$ cat src/rtl/instr_fetch_pkg.sv
`default_nettype none
// ============================================================================
// instr_fetch_pkg : shared types and constants for the instruction fetch unit
// Rev 1.0
// ============================================================================
package instr_fetch_pkg;

    localparam int          INSTR_W = 32;
    localparam logic [31:0] PC_INC  = 32'd4;

    typedef enum logic [1:0] {
        IDLE  = 2'd0,
        RUN   = 2'd1,
        FLUSH = 2'd2
    } fetch_state_t;

endpackage
`default_nettype wire

$ cat src/rtl/fetch_fifo.sv
`default_nettype none
// ============================================================================
// fetch_fifo : power-of-two FIFO with flush; push+pop on a full FIFO is legal
// Rev 1.0
// ============================================================================
module fetch_fifo
    import instr_fetch_pkg::*;
#(
    parameter int WIDTH = 2 * INSTR_W,
    parameter int DEPTH = 4,
    localparam int AW   = $clog2(DEPTH),
    localparam int CW   = AW + 1
) (
    input  logic             clk,
    input  logic             rst_n,
    input  logic             push,
    input  logic [WIDTH-1:0] push_data,
    input  logic             pop,
    input  logic             flush,
    output logic             full,
    output logic             empty,
    output logic [CW-1:0]    count,
    output logic [WIDTH-1:0] head
);

    localparam logic [CW-1:0] FULL_CNT = CW'(DEPTH);

    logic [WIDTH-1:0] r_mem [DEPTH];
    logic [AW-1:0]    r_wr_ptr;
    logic [AW-1:0]    r_rd_ptr;
    logic [CW-1:0]    r_count;
    logic             w_do_pop;
    logic             w_do_push;

    assign empty     = (r_count == '0);
    assign full      = (r_count == FULL_CNT);
    assign count     = r_count;
    assign head      = r_mem[r_rd_ptr];
    assign w_do_pop  = pop && !empty;
    // a full FIFO still accepts a write when the head leaves in the same cycle
    assign w_do_push = push && (!full || w_do_pop);

    always_ff @(posedge clk or negedge rst_n) begin
        if (!rst_n) begin
            r_wr_ptr <= '0;
            r_rd_ptr <= '0;
            r_count  <= '0;
        end else if (flush) begin
            r_wr_ptr <= '0;
            r_rd_ptr <= '0;
            r_count  <= '0;
        end else begin
            if (w_do_push) r_wr_ptr <= r_wr_ptr + 1'b1;
            if (w_do_pop)  r_rd_ptr <= r_rd_ptr + 1'b1;
            case ({w_do_push, w_do_pop})
                2'b10:   r_count <= r_count + 1'b1;
                2'b01:   r_count <= r_count - 1'b1;
                default: r_count <= r_count;
            endcase
        end
    end

    always_ff @(posedge clk) begin
        if (w_do_push && !flush) r_mem[r_wr_ptr] <= push_data;
    end

endmodule
`default_nettype wire

$ cat src/rtl/instr_fetch.sv
`default_nettype none
// ============================================================================
// instr_fetch : credit-limited instruction fetcher with redirect flush
// Rev 1.0
// ============================================================================
module instr_fetch
    import instr_fetch_pkg::*;
#(
    parameter logic [31:0] RESET_PC   = 32'h0000_0000,
    parameter int          FIFO_DEPTH = 4
) (
    input  logic        clk,
    input  logic        reset,
    output logic        imem_req,
    output logic [31:0] imem_addr,
    input  logic        imem_gnt,
    input  logic        imem_rvalid,
    input  logic [31:0] imem_rdata,
    input  logic        redirect_valid,
    input  logic [31:0] redirect_pc,
    output logic        instr_valid,
    input  logic        instr_ready,
    output logic [31:0] instruction,
    output logic [31:0] instr_pc
);

    localparam int ENTRY_W = 2 * INSTR_W;
    localparam int CW      = $clog2(FIFO_DEPTH) + 1;
    localparam int SW      = CW + 1;
    localparam logic [SW-1:0] DEPTH_LIM = SW'(FIFO_DEPTH);

    fetch_state_t       r_state;
    logic [31:0]        r_fetch_pc;
    logic [31:0]        r_req_addr;
    logic               r_outstanding;
    logic               r_discard;

    logic [CW-1:0]      w_count;
    logic               w_full;
    logic               w_empty;
    logic [ENTRY_W-1:0] w_head;
    logic [SW-1:0]      w_used;
    logic               w_accept;
    logic               w_push;
    logic               w_pop;
    logic               w_unused_bits;

    // buffered plus in-flight words may never exceed the buffer size
    assign w_used    = {1'b0, w_count} + {{CW{1'b0}}, r_outstanding};
    assign imem_req  = (r_state == RUN) && (w_used < DEPTH_LIM) && !redirect_valid;
    assign imem_addr = r_fetch_pc;
    assign w_accept  = imem_req && imem_gnt;
    assign w_push    = imem_rvalid && r_outstanding && !r_discard;
    assign w_pop     = !w_empty && instr_ready && !redirect_valid;

    assign instr_valid   = !w_empty;
    assign instruction   = w_empty ? '0 : w_head[ENTRY_W-1:INSTR_W];
    assign instr_pc      = w_empty ? '0 : w_head[INSTR_W-1:0];
    assign w_unused_bits = ^{redirect_pc[1:0], w_full};

    always_ff @(posedge clk or negedge reset) begin
        if (!reset) begin
            r_state       <= IDLE;
            r_fetch_pc    <= RESET_PC;
            r_req_addr    <= '0;
            r_outstanding <= 1'b0;
            r_discard     <= 1'b0;
        end else begin
            r_discard <= redirect_valid;
            case (r_state)
                IDLE:    r_state <= RUN;
                RUN:     if (redirect_valid) r_state <= FLUSH;
                FLUSH:   if (!redirect_valid) r_state <= RUN;
                default: r_state <= IDLE;
            endcase
            if (redirect_valid) begin
                r_fetch_pc    <= {redirect_pc[31:2], 2'b00};
                r_outstanding <= 1'b0;
            end else if (w_accept) begin
                r_fetch_pc    <= r_fetch_pc + PC_INC;
                r_req_addr    <= r_fetch_pc;
                r_outstanding <= 1'b1;
            end else if (imem_rvalid) begin
                r_outstanding <= 1'b0;
            end
        end
    end

    fetch_fifo #(
        .WIDTH (ENTRY_W),
        .DEPTH (FIFO_DEPTH)
    ) u_fifo (
        .clk       (clk),
        .rst_n     (reset),
        .push      (w_push),
        .push_data ({imem_rdata, r_req_addr}),
        .pop       (w_pop),
        .flush     (redirect_valid),
        .full      (w_full),
        .empty     (w_empty),
        .count     (w_count),
        .head      (w_head)
    );

endmodule
`default_nettype wire

$ cat config.mk
export PLATFORM = sky130hd
export DESIGN_NAME = instr_fetch
export DESIGN_NICKNAME = d
export VERILOG_FILES = /design/src/rtl/instr_fetch_pkg.sv /design/src/rtl/fetch_fifo.sv /design/src/rtl/instr_fetch.sv
export SDC_FILE = /design/constraint.sdc
export NUM_CORES = 1
export LEC_CHECK = 0
export CAP_MARGIN = 15
export CORE_MARGIN = 3
export CORE_UTILIZATION = 45
export DETAILED_ROUTE_END_ITERATION = 8
export DONT_BUFFER_PORTS = 1
export GPL_ROUTABILITY_DRIVEN = 0
export PLACE_DENSITY_LB_ADDON = 0.15
export SLEW_MARGIN = 15
export SYNTH_ARGS = -nofsm -noshare
export SYNTH_HDL_FRONTEND = slang
export SYNTH_HIERARCHICAL = 1
export SYNTH_SLANG_ARGS = --single-unit
$ cat constraint.sdc
create_clock -name clk -period 7.7 [get_ports clk]
set_input_delay 0.77 -clock clk [delete_from_list [all_inputs] [get_ports clk]]
set_output_delay 0.77 -clock clk [all_outputs]
set_load 0.03 [all_outputs]
## Word level (Yosys, flattened, before mapping)

Memory sizes are Yosys's and may differ from the RTL's.
Index checks and enable logic that the tools add are counted.

- Register bits: 75
- Bits in writable memories: 256
- Output and inout bits: 98
- Word-level logic and storage cells: 66
- Memories: 1

- $add $sub $neg: 6
- Order comparisons: 1
- Equality and inequality tests: 7
- Mux-type cells: 18
- Bitwise logic cells: 1
- Reductions and logical operators: 24

Memory list:

| name | words | bits a word | rd ports | clocked after memory_dff | write ports | line | RTL |
|---|---|---|---|---|---|---|---|
| u_fifo.r_mem | 4 | 64 | 1 | 0 | 1 | fetch_fifo.sv:28 | `logic [WIDTH-1:0] r_mem [DEPTH];` |

Operators with widths:

| operator | count |
|---|---|
| 32-bit 2-to-1 mux | 4 |
| 32-bit by 3-bit adder with 32-bit output (second input constant) | 1 |
| 2-bit 2-to-1 mux | 6 |
| 1-bit logical AND | 10 |
| 2-bit one-hot mux with 3 select lines | 1 |
| 3-bit one-hot mux with 2 select lines | 1 |
| 2-bit nonzero test | 3 |
| 3-bit nonzero test | 2 |
| 1-bit 2-to-1 mux | 5 |
| 2-bit by 1-bit adder with 2-bit output (second input constant) | 2 |
| 3-bit by 1-bit adder with 4-bit output | 1 |
| 2-bit by 1-bit == test with 1-bit output (second input constant) | 2 |
| 2-bit == test (second input constant) | 2 |
| 1-bit zero test | 4 |
| 4-bit by 3-bit < comparator with 1-bit output (second input constant) | 1 |
| 2-bit inequality test (second input constant) | 2 |
| 2-bit AND reduction | 2 |
| 3-bit by 1-bit adder with 3-bit output (second input constant) | 1 |
| 3-bit == test (second input constant) | 1 |
| 3-bit zero test | 1 |
| 3-bit 2-to-1 mux | 1 |
| 3-bit by 1-bit subtractor with 3-bit output (second input constant) | 1 |
| 2-bit zero test | 1 |
| 1-bit logical OR | 1 |
| 1-bit NOT | 1 |

## Logic depth before layout (Yosys ltp)

- Depth in word-level cells: 10
- Gate-level depth with buffers: 13
- Depth with buffers taken out: 11

## Hierarchy

The synthesis kept the hierarchy.

By module, submodules not included:

| module | instances | cells each | area each (µm²) | seq. area each (µm²) |
|---|---|---|---|---|
| fetch_fifo | 1 | 401 | 9801.9 | 7862.5 |
| instr_fetch | 1 | 375 | 3716.1 | 1601.5 |

## Least setup slack after synthesis

OpenSTA, ideal clock, no wires.

- Kind: reg-to-reg
- From: register u_fifo.r_count[0] (netlist: u_fifo/count[0])
- To: memory u_fifo/r_mem[0][0] (netlist bit), enable pin
- Library setup time: 0.429 ns
- Data arrival time: 3.223 ns
- Data required time: 7.271 ns
- Slack: 4.048 ns
- Stages on the path, launching flop included: 10
- Buffers on the path: 2
- Period minus slack after synthesis: 3.652 ns
- Path through: dfrtp_1 or2_1 buf_6 nor2_1 clkbuf_1 inv_1 and3_1 nand2b_1 o211a_1 and2_1

- Word-level cells in the longest chain between the ends: 10
- Elaborated cells on any way between the ends: 12

RTL lines:

| what | line | RTL |
|---|---|---|
| from (decl) | fetch_fifo.sv:31 | `logic [CW-1:0] r_count;` |
| from (signal assigned) | fetch_fifo.sv:56 | `2'b10: r_count <= r_count + 1'b1;` |
| from (signal assigned) | fetch_fifo.sv:57 | `2'b01: r_count <= r_count - 1'b1;` |
| from (signal assigned) | fetch_fifo.sv:58 | `default: r_count <= r_count;` |
| 3-bit zero test | fetch_fifo.sv:35 | `assign empty = (r_count == '0);` |
| named net w_empty | instr_fetch.sv:40 | `logic w_empty;` |
| 1-bit zero test | - |  |
| named net instr_valid | instr_fetch.sv:21 | `output logic instr_valid,` |
| 1-bit logical AND (2 in a row) | instr_fetch.sv:54 | `assign w_pop = !w_empty && instr_ready && !redirect_valid;` |
| named net w_pop | instr_fetch.sv:45 | `logic w_pop;` |
| 1-bit logical AND | fetch_fifo.sv:39 | `assign w_do_pop = pop && !empty;` |
| 1-bit logical OR | fetch_fifo.sv:41 | `assign w_do_push = push && (!full \|\| w_do_pop);` |
| 1-bit logical AND | fetch_fifo.sv:41 |  |
| 1-bit logical AND | fetch_fifo.sv:64 | `if (w_do_push && !flush) r_mem[r_wr_ptr] <= push_data;` |
| 1-bit 2-to-1 mux | fetch_fifo.sv:64 |  |
| 1-bit 2-to-1 mux (implied by the code) | fetch_fifo.sv:64 |  |
| to (decl) | fetch_fifo.sv:28 |  |

The timed path passes the listed nets, and every way through them passes these cells.

## Final worst setup path

- From: register u_fifo.r_rd_ptr[0]
- To: output instr_pc[20]

- Word-level cells in the longest chain between the ends: 2

RTL lines:

| what | line | RTL |
|---|---|---|
| from (decl) | fetch_fifo.sv:30 | `logic [AW-1:0] r_rd_ptr;` |
| from (signal assigned) | fetch_fifo.sv:54 | `if (w_do_pop) r_rd_ptr <= r_rd_ptr + 1'b1;` |
| memory read 4 x 64 bit | - |  |
| named net w_head[20] | instr_fetch.sv:41 | `logic [ENTRY_W-1:0] w_head;` |
| 32-bit 2-to-1 mux | instr_fetch.sv:58 | `assign instr_pc = w_empty ? '0 : w_head[INSTR_W-1:0];` |
| to (decl) | instr_fetch.sv:24 | `output logic [31:0] instr_pc` |

The timed path passes the listed nets, and every way through them passes these cells.

==> summary.txt <==
Status
  – Status: complete, no violations

Clocking
  – Postcts setup bufs: 0
  – Clock-pin slew on the worst setup and hold paths: 0.06 ns
  – Clock Root Buffer: clkbuf_16
  – Resize count post-CTS: 0
  – Number of clock sinks: 327
  – Post-CTS Hold Fix Bufs: 1
  – Worst skew pair latency: 0.50 ns
  – CTS tree: built
  – Max Buffers Root-to-Sink: 3
  – H-tree depth: 2
  – Inserted Clock Buffers: 36

Cells and area
  – Share of post-route cells with drive strength above 1: 20.7%
  – Layout overhead on the synthesized area: 10.5%
  – Nets@finish: 854
  – Number of fill cells in the layout: 2399
  – Post-route cell area: 14900 µm²

Pwr
  – Internal: 0.00320 W
  – Comb power frac: 6.9%
  – Reg power frac: 54.8%
  – Sw frac: 23.8%
  – Lkg Pwr: 4.82 nW
  – Switching pwr: 0.000999 W
  – Power Density: 281 nW/µm²
  – Clock power share: 38.3%
  – Worst VDD drop: 178 µV

Yosys
  – Post-synthesis instance total: 775
  – Synth warnings: 6
  – Synth Cell Area: 13500 µm²
  – Post-Syn Area per Cell: 17.4 µm²

Global route
  – Maximum number of pins on one net before global-route repair: 72
  – Global-route wire length before repair: 42500 µm
  – Global Route Usage Sum: 17.4%
  – Initial antenna violation count: 0
  – Grt ovf: 0
  – Vias in the first global route: 7273

Critical path
  – Register-to-Register Path Depth: 7
  – CP required: 6.93 ns
  – Crit start category: flop
  – CP peak stage delay: 0.87 ns
  – Worst setup path end: instr_pc[20]
  – Max FO, Critical Path: 34
  – Worst setup startpoint: u_fifo/r_rd_ptr[0]$_DFFE_PN0P_
  – Worst R2R Start: u_fifo/count[0]$_DFFE_PN0P_
  – Arrival @ worst endpoint: 3.05 ns
  – Reg2Reg Setup Slack: 4.30 ns
  – Setup Crit Path Kind: flop to output pin
  – Cell at the slowest stage of the critical path: dfrtp_4
  – Critical-path cell list: buf_4 > mux4_2 > nor2b_1
  – CP Capture Type: output pin
  – R2r endpoint: u_fifo/r_mem[3][62]$_DFFE_PP_

STA
  – Period utilisation layout: 49.7%
  – Minimum clock period: 3.82 ns
  – Fin. max-slew vios: 0
  – Post-route clock skew: 0.00904 ns
  – Setup TNS: 0 ns
  – RSZ-0062 raised after global routing: no
  – Max transition margin: 29.3%
  – Final Hold Vio Count: 0
  – Final setup viols: 0
  – Actual slew at the worst max-slew pin: 1.06 ns
  – Fmax: 262 MHz

Hold path
  – Worst min path class: input port to async pin

Detailed routing
  – DRC: 0
  – 1st-pass router iterations: 4
  – ANT nets after route: 0
  – Total wire length: 27500 µm
  – Via density: 5.79
  – DR iter-0 viols: 379
  – Detailed-route via count: 6882
  – Routed length per placed instance: 23.1 µm

Floorplanning
  – Initial Utilization: 46.3%
  – I/O Pins: 168
  – Die ar.: 32100 µm²
  – Core area: 29200 µm²
  – Die Span X: 179 µm
  – Die Y: 179 µm
  – Rows: 62

Place
  – # port buffers: 0
  – HPWL after DPL: 16200 µm
  – Post-placement cell area: 13800 µm²

Flow run
  – Max Cap Viol: 0
==> registers in the layout (all words and copies together) (netlist names) <==
signal,cells
r_req_addr,30
u_fifo/count,3
u_fifo/r_rd_ptr,2
r_state,2
u_fifo/r_wr_ptr,2
u_fifo/r_mem,256
r_outstanding,1
r_discard,1
imem_addr,30
==> worst max-delay path: cells and delay by family (launching register included) <==
kind                   cells  cell delay, ns
DFF                        1            0.87
buffers and inverters      1            0.68
muxes                      1            0.34
and+or+nand+nor            1            0.60
==> area by class of cell <==
class,instances,area (µm²),area share (%)
sequential,327,9470,63.4
clock buffer,45,976,6.54
antenna,1,2.50,0.0168
clock inverter,18,145,0.972
tap,384,480,3.22
multi-input combinational,400,3770,25.3
inverter,9,33.8,0.226
timing repair buffer,4,50.0,0.335
==> power groups by stage <==
stage	Clock [W]	Sequential (W)	Combinational, W
floorplan	0	0.00227	0.000250
global placement	0	0.00232	0.000273
detailed placement	0	0.00234	0.000283
CTS	0.00165	0.00231	0.000294
global route	0.00173	0.00233	0.000319
finish	0.00161	0.00230	0.000290
==> stage by stage <==
step                total power (W)  worst slack, ns  std cells  util (%)  hold WS [ns]
detailed placement          0.00263             4.25       1123      47.3         0.477
floorplan                   0.00252             4.05        784         -         0.469
CTS                         0.00425             3.71       1187      51.2         0.158
finish                      0.00420             3.88       1188      51.2         0.157
global route                0.00437             3.57       1187      51.2         0.172
global placement            0.00260             4.25       1123      47.3         0.478
==> cell usage in the layout (no fill, tap or decap), types with 5 or more instances in the layout <==
master	count
clkbuf_16	37
or4_1	15
clkinv_2	9
nor2b_1	67
ha_1	5
a31oi_1	18
xor2_1	11
nor2_1	26
dfrtp_1	69
o21ai_0	21
conb_1	10
clkbuf_1	6
mux4_2	64
nand2b_1	5
o31ai_1	15
mux2_2	28
inv_1	9
edfxtp_1	256
nand2_1	25
nand4_1	12
nand3_1	9
and3_1	11
==> worst min-delay path by stage <==
stage | start | end | depth (start not counted)
after floorplan | reset | imem_addr[10]$_DFFE_PN0P_ | 0
after global placement | reset | imem_addr[13]$_DFFE_PN0P_ | 0
after detailed placement | reset | imem_addr[13]$_DFFE_PN0P_ | 0
after CTS | reset | imem_addr[11]$_DFFE_PN0P_ | 1
after global routing | reset | imem_addr[11]$_DFFE_PN0P_ | 1
final | reset | imem_addr[15]$_DFFE_PN0P_ | 1
==> metal layers <==
metal | wire length, µm | part of all wire, % | up-vias | GRT usage [%]
li1 | - | - | 3038 | -
met1 | 11200 | 41 | 3578 | 22.7
met2 | 13700 | 50 | 225 | 29.0
met3 | 2050 | 7.5 | 41 | 4.83
met4 | 483 | 1.8 | 0 | 4.25
met5 | 0 | 0 | - | 0
Note: power is estimated with default switching activity, not from simulation.
